File: src/rtl/delay_line_arbiter.sv
// Round-robin arbiter sharing one external fixed-latency delay line among P_REQS requesters.
// A shadow {valid, id} pipeline tracks slot ownership so returning words reach their owner.
module delay_line_arbiter #(
    parameter int P_REQS    = 4,
    parameter int P_DEPTH   = 8,
    parameter int P_WIDTH   = 8,
    parameter int P_MAX_OUT = 2
) (
    input  logic                        i_clk,
    input  logic                        i_rst,
    input  logic                        i_flush,
    input  logic [P_REQS-1:0]           i_req,
    input  logic [P_REQS*P_WIDTH-1:0]   i_data,
    output logic [P_REQS-1:0]           o_gnt,
    output logic [P_WIDTH-1:0]          o_pipe_data,
    input  logic [P_WIDTH-1:0]          i_pipe_data,
    output logic [P_REQS-1:0]           o_rsp_vld,
    output logic [P_WIDTH-1:0]          o_rsp_data,
    output logic                        o_busy
);

    localparam int IDW   = (P_REQS > 1) ? $clog2(P_REQS) : 1;
    localparam int IDX_W = IDW + 1;
    localparam int CW    = $clog2(P_MAX_OUT + 1);
    localparam logic [CW-1:0]    MAX_C  = CW'(P_MAX_OUT);
    localparam logic [IDW-1:0]   LAST_ID = IDW'(P_REQS - 1);
    localparam logic [IDX_W-1:0] REQS_W = IDX_W'(P_REQS);

    logic [P_DEPTH-1:0] vld_q, vld_d;
    logic [IDW-1:0]     id_q [P_DEPTH];
    logic [IDW-1:0]     id_d [P_DEPTH];
    logic [CW-1:0]      cnt_q [P_REQS];
    logic [CW-1:0]      cnt_d [P_REQS];
    logic [IDW-1:0]     ptr_q, ptr_d;
    logic [P_WIDTH-1:0] pipe_q, pipe_d;

    logic [P_REQS-1:0]  elig;
    logic [P_REQS-1:0]  ret_hit;
    logic               ret_vld;
    logic [IDW-1:0]     ret_id;
    logic               gnt_any;
    logic [IDW-1:0]     gnt_idx;
    logic [IDX_W-1:0]   scan_sum;
    logic [IDW-1:0]     scan_cand;

    assign ret_vld = vld_q[P_DEPTH-1] & ~i_flush;
    assign ret_id  = id_q[P_DEPTH-1];

    // A requester at its limit may still be granted in the cycle one of its words returns.
    genvar gi;
    generate
        for (gi = 0; gi < P_REQS; gi++) begin : g_req
            assign ret_hit[gi] = ret_vld && (ret_id == IDW'(gi));
            assign elig[gi]    = i_rst && i_req[gi] && !i_flush &&
                                 ((cnt_q[gi] < MAX_C) || ret_hit[gi]);
        end
    endgenerate

    always_comb begin
        gnt_any   = 1'b0;
        gnt_idx   = '0;
        scan_sum  = '0;
        scan_cand = '0;
        for (int i = 0; i < P_REQS; i++) begin
            scan_sum = {1'b0, ptr_q} + IDX_W'(i);
            if (scan_sum >= REQS_W) begin
                scan_sum = scan_sum - REQS_W;
            end
            scan_cand = scan_sum[IDW-1:0];
            if (!gnt_any && elig[scan_cand]) begin
                gnt_any = 1'b1;
                gnt_idx = scan_cand;
            end
        end
    end

    always_comb begin
        o_gnt = '0;
        if (gnt_any) begin
            o_gnt[gnt_idx] = 1'b1;
        end
    end

    always_comb begin
        ptr_d  = ptr_q;
        pipe_d = pipe_q;
        if (gnt_any) begin
            ptr_d  = (gnt_idx == LAST_ID) ? '0 : gnt_idx + 1'b1;
            pipe_d = i_data[gnt_idx*P_WIDTH +: P_WIDTH];
        end
    end

    always_comb begin
        vld_d    = '0;
        vld_d[0] = gnt_any & ~i_flush;
        id_d[0]  = gnt_idx;
        for (int s = 1; s < P_DEPTH; s++) begin
            vld_d[s] = vld_q[s-1] & ~i_flush;
            id_d[s]  = id_q[s-1];
        end
    end

    always_comb begin
        for (int k = 0; k < P_REQS; k++) begin
            cnt_d[k] = cnt_q[k];
            if (i_flush) begin
                cnt_d[k] = '0;
            end else if (o_gnt[k] && !ret_hit[k]) begin
                cnt_d[k] = cnt_q[k] + 1'b1;
            end else if (!o_gnt[k] && ret_hit[k]) begin
                cnt_d[k] = cnt_q[k] - 1'b1;
            end
        end
    end

    always_ff @(posedge i_clk or negedge i_rst) begin
        if (!i_rst) begin
            vld_q  <= '0;
            ptr_q  <= '0;
            pipe_q <= '0;
            for (int s = 0; s < P_DEPTH; s++) begin
                id_q[s] <= '0;
            end
            for (int k = 0; k < P_REQS; k++) begin
                cnt_q[k] <= '0;
            end
        end else begin
            vld_q  <= vld_d;
            ptr_q  <= ptr_d;
            pipe_q <= pipe_d;
            for (int s = 0; s < P_DEPTH; s++) begin
                id_q[s] <= id_d[s];
            end
            for (int k = 0; k < P_REQS; k++) begin
                cnt_q[k] <= cnt_d[k];
            end
        end
    end

    assign o_pipe_data = pipe_q;
    assign o_rsp_vld   = ret_hit;
    assign o_rsp_data  = i_pipe_data;
    assign o_busy      = |vld_q;

endmodule

File: config.mk
export PLATFORM = sky130hd
export DESIGN_NAME = delay_line_arbiter
export DESIGN_NICKNAME = d
export VERILOG_FILES = /design/src/rtl/delay_line_arbiter.sv
export SDC_FILE = /design/constraint.sdc
export NUM_CORES = 1
export LEC_CHECK = 0
export CORE_MARGIN = 2
export CORE_UTILIZATION = 45
export CTS_BUF_LIST = sky130_fd_sc_hd__clkbuf_4 sky130_fd_sc_hd__clkbuf_8 sky130_fd_sc_hd__clkbuf_16
export DETAILED_ROUTE_END_ITERATION = 8
export PLACE_DENSITY = 0.89
export SYNTH_ARGS = -nofsm -noshare
export SYNTH_HDL_FRONTEND = slang
export SYNTH_SLANG_ARGS = --single-unit
File: constraint.sdc
create_clock -name i_clk -period 6.45 [get_ports i_clk]
set_clock_uncertainty 0.05 [all_clocks]
set_input_delay 1.6125 -clock i_clk [delete_from_list [all_inputs] [get_ports i_clk]]
set_output_delay 1.6125 -clock i_clk [all_outputs]
set_load 0.05 [all_outputs]
==> results.txt, run 1 <==
Outcome -> finished, final reports clean
DR pass1 iterations -> 4
Number of library cell types mapped by synthesis -> 52
CP Class -> primary input to primary output
Worst Max-Slew Pin Slew -> 0.527 ns
RSZ-0062 raised after global routing -> no
Skew-Pair Late Insertion Delay -> 0.30 ns
Fin. Hold Viols -> 0
Worst reg2reg path depth -> 10
Hold buffer count at CTS -> 0
Register area share after synthesis -> 0.470
Area share of the largest cell type after synthesis -> 0.470
Final ANT Viol Nets -> 0
Vias in the first global route -> 1873
Die W -> 74.5 microns
Startpoint Class -> primary input
Top cells by count, synth -> dfrtp_1, a211oi_1, nor2_1, inv_1, nor2b_1
Syn Area/Cell -> 10.1 sq um
Endpoint type of the worst setup path -> primary output
Slack of the critical path -> 0.327 ns
Detail Placement HPWL -> 3950 microns
Post-Synth XOR/XNOR Area -> 0.0118
Antenna violations before repair -> 0
Post-synthesis adder-cell area fraction -> 0.00560
Core ar. -> 0.00475 sq mm
Initial core utilization -> 0.470
# Post-CTS Setup Buffers -> 0
CP peak stage delay -> 0.71 ns
Fmax -> 163 MHz
Ranking of synthesized cells by area -> dfrtp_1, a211oi_1, mux2i_1
GRT Util Overall -> 0.211
Worst min-delay path class -> register to register
Largest family of logic cells by synthesized area -> compound AO/OA/AOI/OAI gates
Share of cells above drive strength 1 -> 0.101
Syn_nets -> 270
CTS sink cnt -> 42
Synthesized cell area -> 0.00224 sq mm
Overall Power -> 0.706 mW
Row count -> 25
CTS tree -> yes
GP Congestion -> 0.859
# placed instances -> 335
Die area -> 0.00555 sq mm
Compound-gate portion of the synthesized area -> 0.237
Multiplexer share of the synthesized area -> 0.0453
Worst Path Arrival -> 4.46 ns
Lkg Pwr -> 1.33 nW
Antenna diodes -> 0
Area Overhead vs Synth -> 31.1%
Vias -> 1927
First-pass GRT wire length -> 8710 microns
DP Worst Slack -> 0.382 ns
Total buffers and inverters traversed by the critical path -> 5
CTS Buf Count -> 5
R2R Path End -> cnt_q[1]
Core Util, Final -> 0.616
WP data required -> 4.79 ns
Max-cap violations -> 0
Worst rel slew slack -> 0.648
Max Slew Vio Count -> 0
PortBufs -> 55
Drt drc -> 0
Cell taking the most area after synthesis -> dfrtp_1
Async SR Flop Fraction -> 1.00
Dpl cell area -> 0.00282 sq mm
H-tree depth -> 2
Final Cycle Share -> 0.949
Pwr/cell area -> 241 mW/mm^2
Via density -> 5.62
DRT iter0 DRCs -> 118
Die Y -> 74.5 microns
FILL cells -> 417
Avg WL per Cell -> 14.8 microns
# resized after CTS -> 0
Min-Delay Endpoint -> ret_id[0]
Post-route setup TNS -> 0 ns
Gr ovfl total -> 0
Root Buffer -> clkbuf_8
Reg2reg setup slack -> 3.51 ns
Peak VDD IR -> 0.141 mV
Synth warn -> 0
Reg clk slew, reported paths -> 0.07 ns
Design Area, Final -> 0.00293 sq mm
Hold Slack -> 0.300 ns
Cells after synthesis -> 222
Number of synthesized register bits -> 42
Min-delay src -> id_d[0]
Critical-path cell list -> clkdlybuf4s50_1, or4b_1, inv_1, o21ai_2, o32a_1, nand2_8, inv_1, ha_1, o21ai_1, inv_1, buf_4
Period minus WS final -> 6.12 ns
Crit Path Max Fanout -> 10
Final WL -> 5070 microns
Ys flop type -> dfrtp_1
CP top delay family -> buffers and inverters
Final setup fails -> 0
Register area -> 0.00105 sq mm
Nets -> 323
Area of the multi-input gates -> 0.00104 sq mm
Num ports -> 72
Finished Layout Cells -> 343
Critical-path top delay cell -> or4b_1
Bufs on Longest Clock Path -> 2
WHS Path Cells -> 0
Most frequent CP cell -> inv_1
Most numerous cell in the Yosys netlist -> dfrtp_1
Largest net degree at the start of global routing -> 20
R2r startpoint -> ret_id[0]
Post-Synth Simple-Gate Area -> 0.165
Number of synthesized flops with an enable pin -> 0
cell families (layout without fill, tap and decap cells):
| family | Yosys count | after routing |
|---|---|---|
| compound gates | 71 | 71 |
| fa+ha+maj | 1 | 1 |
| buf+inv | 30 | 84 |
| flops | 42 | 42 |
| xor+xnor | 3 | 3 |
| simple gates | 65 | 65 |
| mux | 10 | 10 |
routing by layer:
layer	part of all wire	wire, microns	track usage	up-vias
met5	0	0	0	-
met4	0.025	128	0.0933	0
met3	0.10	512	0.0650	11
met2	0.47	2380	0.332	101
met1	0.40	2050	0.268	906
li1	-	-	-	909
layout by cell type (no fill, tap or decap), types with 2 or more instances in the layout:
cell type,n
clkdlybuf4s50_1,51
dfrtp_1,42
a211oi_1,20
nor2_1,19
inv_1,13
nor2b_1,11
buf_4,10
mux2i_1,9
nand2_1,8
a21boi_0,8
a21oi_1,7
o21ai_0,6
a21o_1,5
nand3_1,5
clkbuf_8,5
nor4_1,4
o211ai_1,3
o22ai_1,3
and2_1,3
xnor2_1,3
and3b_1,2
nand4bb_1,2
nand3b_1,2
nand2b_1,2
o21ai_1,2
a21oi_2,2
nor3_1,2
worst max path at each step:
stage                        from       end  cells after the start
after floorplan           i_flush  o_gnt[3]                     11
after global placement    i_flush  o_gnt[3]                     11
after detailed placement  i_flush  o_gnt[3]                     11
after CTS                 i_flush  o_gnt[3]                     11
after global routing      i_flush  o_gnt[3]                     11
final                     i_flush  o_gnt[3]                     11
flip-flops by register name, summed over array words and instances, names as in the netlist:
name	count
ret_id	2
vld_q	8
id_d	14
cnt_q	8
o_pipe_data	8
ptr_q	2
power by group:
group / internal, mW / leakage (nW) / switching, mW / total, mW
logic: 0.0762 / 0.730 / 0.113 / 0.189
registers: 0.289 / 0.547 / 0.0202 / 0.309
clock network: 0.120 / 0.0548 / 0.0883 / 0.208
cell type report:
type / count / share of cell area
flip-flops and latches: 42 / 0.359
multi-input cells: 150 / 0.354
repair buffers: 62 / 0.202
well taps: 67 / 0.0286
clock buffers: 6 / 0.0260
inverters: 14 / 0.0179
clock inverters: 2 / 0.0128
Note: power is estimated with default switching activity, not from simulation.
==> inputs of run 2 (changes only) <==
clock period = 7.22 ns   (was 6.45 ns; I/O delays follow)
==> run 2 against run 1 <==
  * Via count is 3.5% lower
  * Critical path type unchanged
  * Global-route usage is 0.32 points higher
  * Worst setup slack better by 0.22 ns
  * Register-to-register slack better by 0.88 ns
  * Final cell count is 0.87% lower
  * Critical path depth is 3 lower
  * Die area stayed put
  * Sequential power is 10% lower
  * Routed wire length is 0.67% higher
==> results.txt, run 2 (synthesis results as in run 1) <==
Outcome -> finished, final reports clean (unchanged)
Largest register FFs -> 14 (unchanged)
Max-cap violations -> 0 (unchanged)
Final Cycle Share -> 0.925
Nets -> 320 (was 323)
Sequential power share -> 0.464 (was 0.438)
Fmax -> 150 MHz
Area of the multi-input gates -> 0.00104 sq mm (unchanged)
Row count -> 25 (unchanged)
Bufs on Longest Clock Path -> 2 (unchanged)
Detail Placement HPWL -> 3830 microns (was 3950 microns)
Crit Path Max Fanout -> 18 (was 10)
H-tree depth -> 2 (unchanged)
Commonest cells after routing, fill and taps aside -> clkdlybuf4s50_1, dfrtp_1, a211oi_1 (unchanged)
Period minus WS final -> 6.68 ns
Startpoint Class -> primary input (unchanged)
Reg clk slew, reported paths -> 0.08 ns (was 0.07 ns)
Clock power frac -> 0.254 (was 0.294)
Share of cells above drive strength 1 -> 0.0842 (was 0.101)
CP Class -> primary input to primary output (unchanged)
WP data required -> 5.37 ns (was 4.79 ns)
Via density -> 5.47 (was 5.62)
DRT iter0 DRCs -> 132 (was 118)
Root Buffer -> clkbuf_8 (unchanged)
Worst Max-Slew Pin Slew -> 0.600 ns (was 0.527 ns)
# Post-CTS Setup Buffers -> 0 (unchanged)
Vias -> 1860 (was 1927)
CTS Buf Count -> 5 (unchanged)
# resized after CTS -> 0 (unchanged)
Cell internal pwr -> 0.394 mW (was 0.485 mW)
Most common cell after layout, fill and taps aside -> clkdlybuf4s50_1 (unchanged)
Max Slew Vio Count -> 0 (unchanged)
Die W -> 74.5 microns (unchanged)
Worst min-delay path class -> register to register (unchanged)
Skew-Pair Late Insertion Delay -> 0.30 ns (about the same)
CTS sink cnt -> 42 (unchanged)
Core ar. -> 0.00475 sq mm (unchanged)
Switching fraction of total power -> 0.342 (was 0.314)
Lkg Pwr -> 1.30 nW (was 1.33 nW)
Final setup fails -> 0 (unchanged)
Worst Path Arrival -> 4.82 ns (was 4.46 ns)
Hold buffer count at CTS -> 0 (unchanged)
Peak VDD IR -> 0.121 mV (was 0.141 mV)
Gr ovfl total -> 0 (unchanged)
Vias in the first global route -> 1839 (was 1873)
Die Y -> 74.5 microns (unchanged)
CTS tree -> yes (unchanged)
Overall Power -> 0.598 mW (was 0.706 mW)
Antenna diodes -> 0 (unchanged)
First-pass GRT wire length -> 8910 microns (was 8710 microns)
Final ANT Viol Nets -> 0 (unchanged)
NetSw -> 0.204 mW (was 0.222 mW)
PortBufs -> 55 (unchanged)
Pwr/cell area -> 207 mW/mm^2 (was 241 mW/mm^2)
Final WL -> 5100 microns (was 5070 microns)
RSZ-0062 raised after global routing -> no (unchanged)
Num ports -> 72 (unchanged)
Avg WL per Cell -> 15.0 microns (was 14.8 microns)
Area Overhead vs Synth -> 29.2% (was 31.1%)
Worst rel slew slack -> 0.600 (was 0.648)
Register area -> 0.00105 sq mm (unchanged)
Drt drc -> 0 (unchanged)
Largest net degree at the start of global routing -> 19 (was 20)
Antenna violations before repair -> 0 (unchanged)
GP Congestion -> 0.938 (was 0.859)
Initial core utilization -> 0.470 (unchanged)
Reg2reg setup slack -> 4.39 ns (was 3.51 ns)
Comb power frac -> 0.282 (was 0.268)
Core Util, Final -> 0.608 (was 0.616)
Fin. Hold Viols -> 0 (unchanged)
Die area -> 0.00555 sq mm (unchanged)
DR pass1 iterations -> 4 (unchanged)
Endpoint type of the worst setup path -> primary output (unchanged)
GRT Util Overall -> 0.214 (was 0.211)
FILL cells -> 423 (was 417)
Post-route setup TNS -> 0 ns (unchanged)
==> run 2: cell count changes in the layout (fill, tap and decap cells not counted) <==
| cell | change |
|---|---|
| bufinv_16 | -1 |
| clkinv_2 | +1 |
| clkdlybuf4s50_1 | +2 |
| buf_4 | -5 |
| clkbuf_4 | -1 |
| clkinv_4 | +1 |
==> run 2: final timing paths <==
path / from / endpoint / cells past startpoint
max: i_flush / o_gnt[2] / 8
min: id_d[3] / id_d[1] / 0
max reg2reg: ret_id[0] / cnt_q[1] / 10
min reg2reg: id_d[3] / id_d[1] / 0
max in group asynchronous: i_rst / vld_q[4] / 2
min in group asynchronous: i_rst / id_d[6] / 1
==> run 2: power by group through the flow <==
| stage | Clock [mW] | Sequential, mW | Combinational, mW |
|---|---|---|---|
| final | 0.152 | 0.277 | 0.168 |
| after global routing | 0.167 | 0.280 | 0.182 |
| after floorplan | 0 | 0.312 | 0.0804 |
| after detailed placement | 0 | 0.280 | 0.168 |
| after global placement | 0 | 0.280 | 0.166 |
| after CTS | 0.155 | 0.277 | 0.169 |
==> run 2: stage by stage <==
step / area, sq um / worst slack (ns) / hold WS [ns] / cells
after floorplan: 2240 / 1.26 / 0.281 / 222
after global placement: 2800 / 0.655 / 0.284 / 332
after detailed placement: 2800 / 0.584 / 0.285 / 332
after CTS: 2890 / 0.571 / 0.305 / 340
after global routing: 2890 / 0.275 / 0.312 / 340
final: 2890 / 0.543 / 0.303 / 340
==> run 2: critical path: stages <==
cell             delay (ns)
clkdlybuf4s50_1        0.83
nand4b_1               0.30
inv_1                  0.14
o21ai_1                0.29
a22oi_1                0.14
o22ai_1                0.33
and2_1                 0.19
clkdlybuf4s50_1        0.79
==> run 2: area by class of cell <==
cell class                 count  area share
clock buffer                   5      0.0238
clock inverter                 3     0.00736
timing repair buffer          59       0.198
multi-input combinational    150       0.359
sequential                    42       0.364
tap                           67      0.0290
inverter                      14      0.0182
==> run 2: routing by layer <==
metal	GRT usage	wire [microns]	part of all wire
met1	0.277	2160	0.42
met2	0.334	2380	0.47
met3	0.0705	471	0.092
met4	0.0813	97	0.019
met5	0	0	0
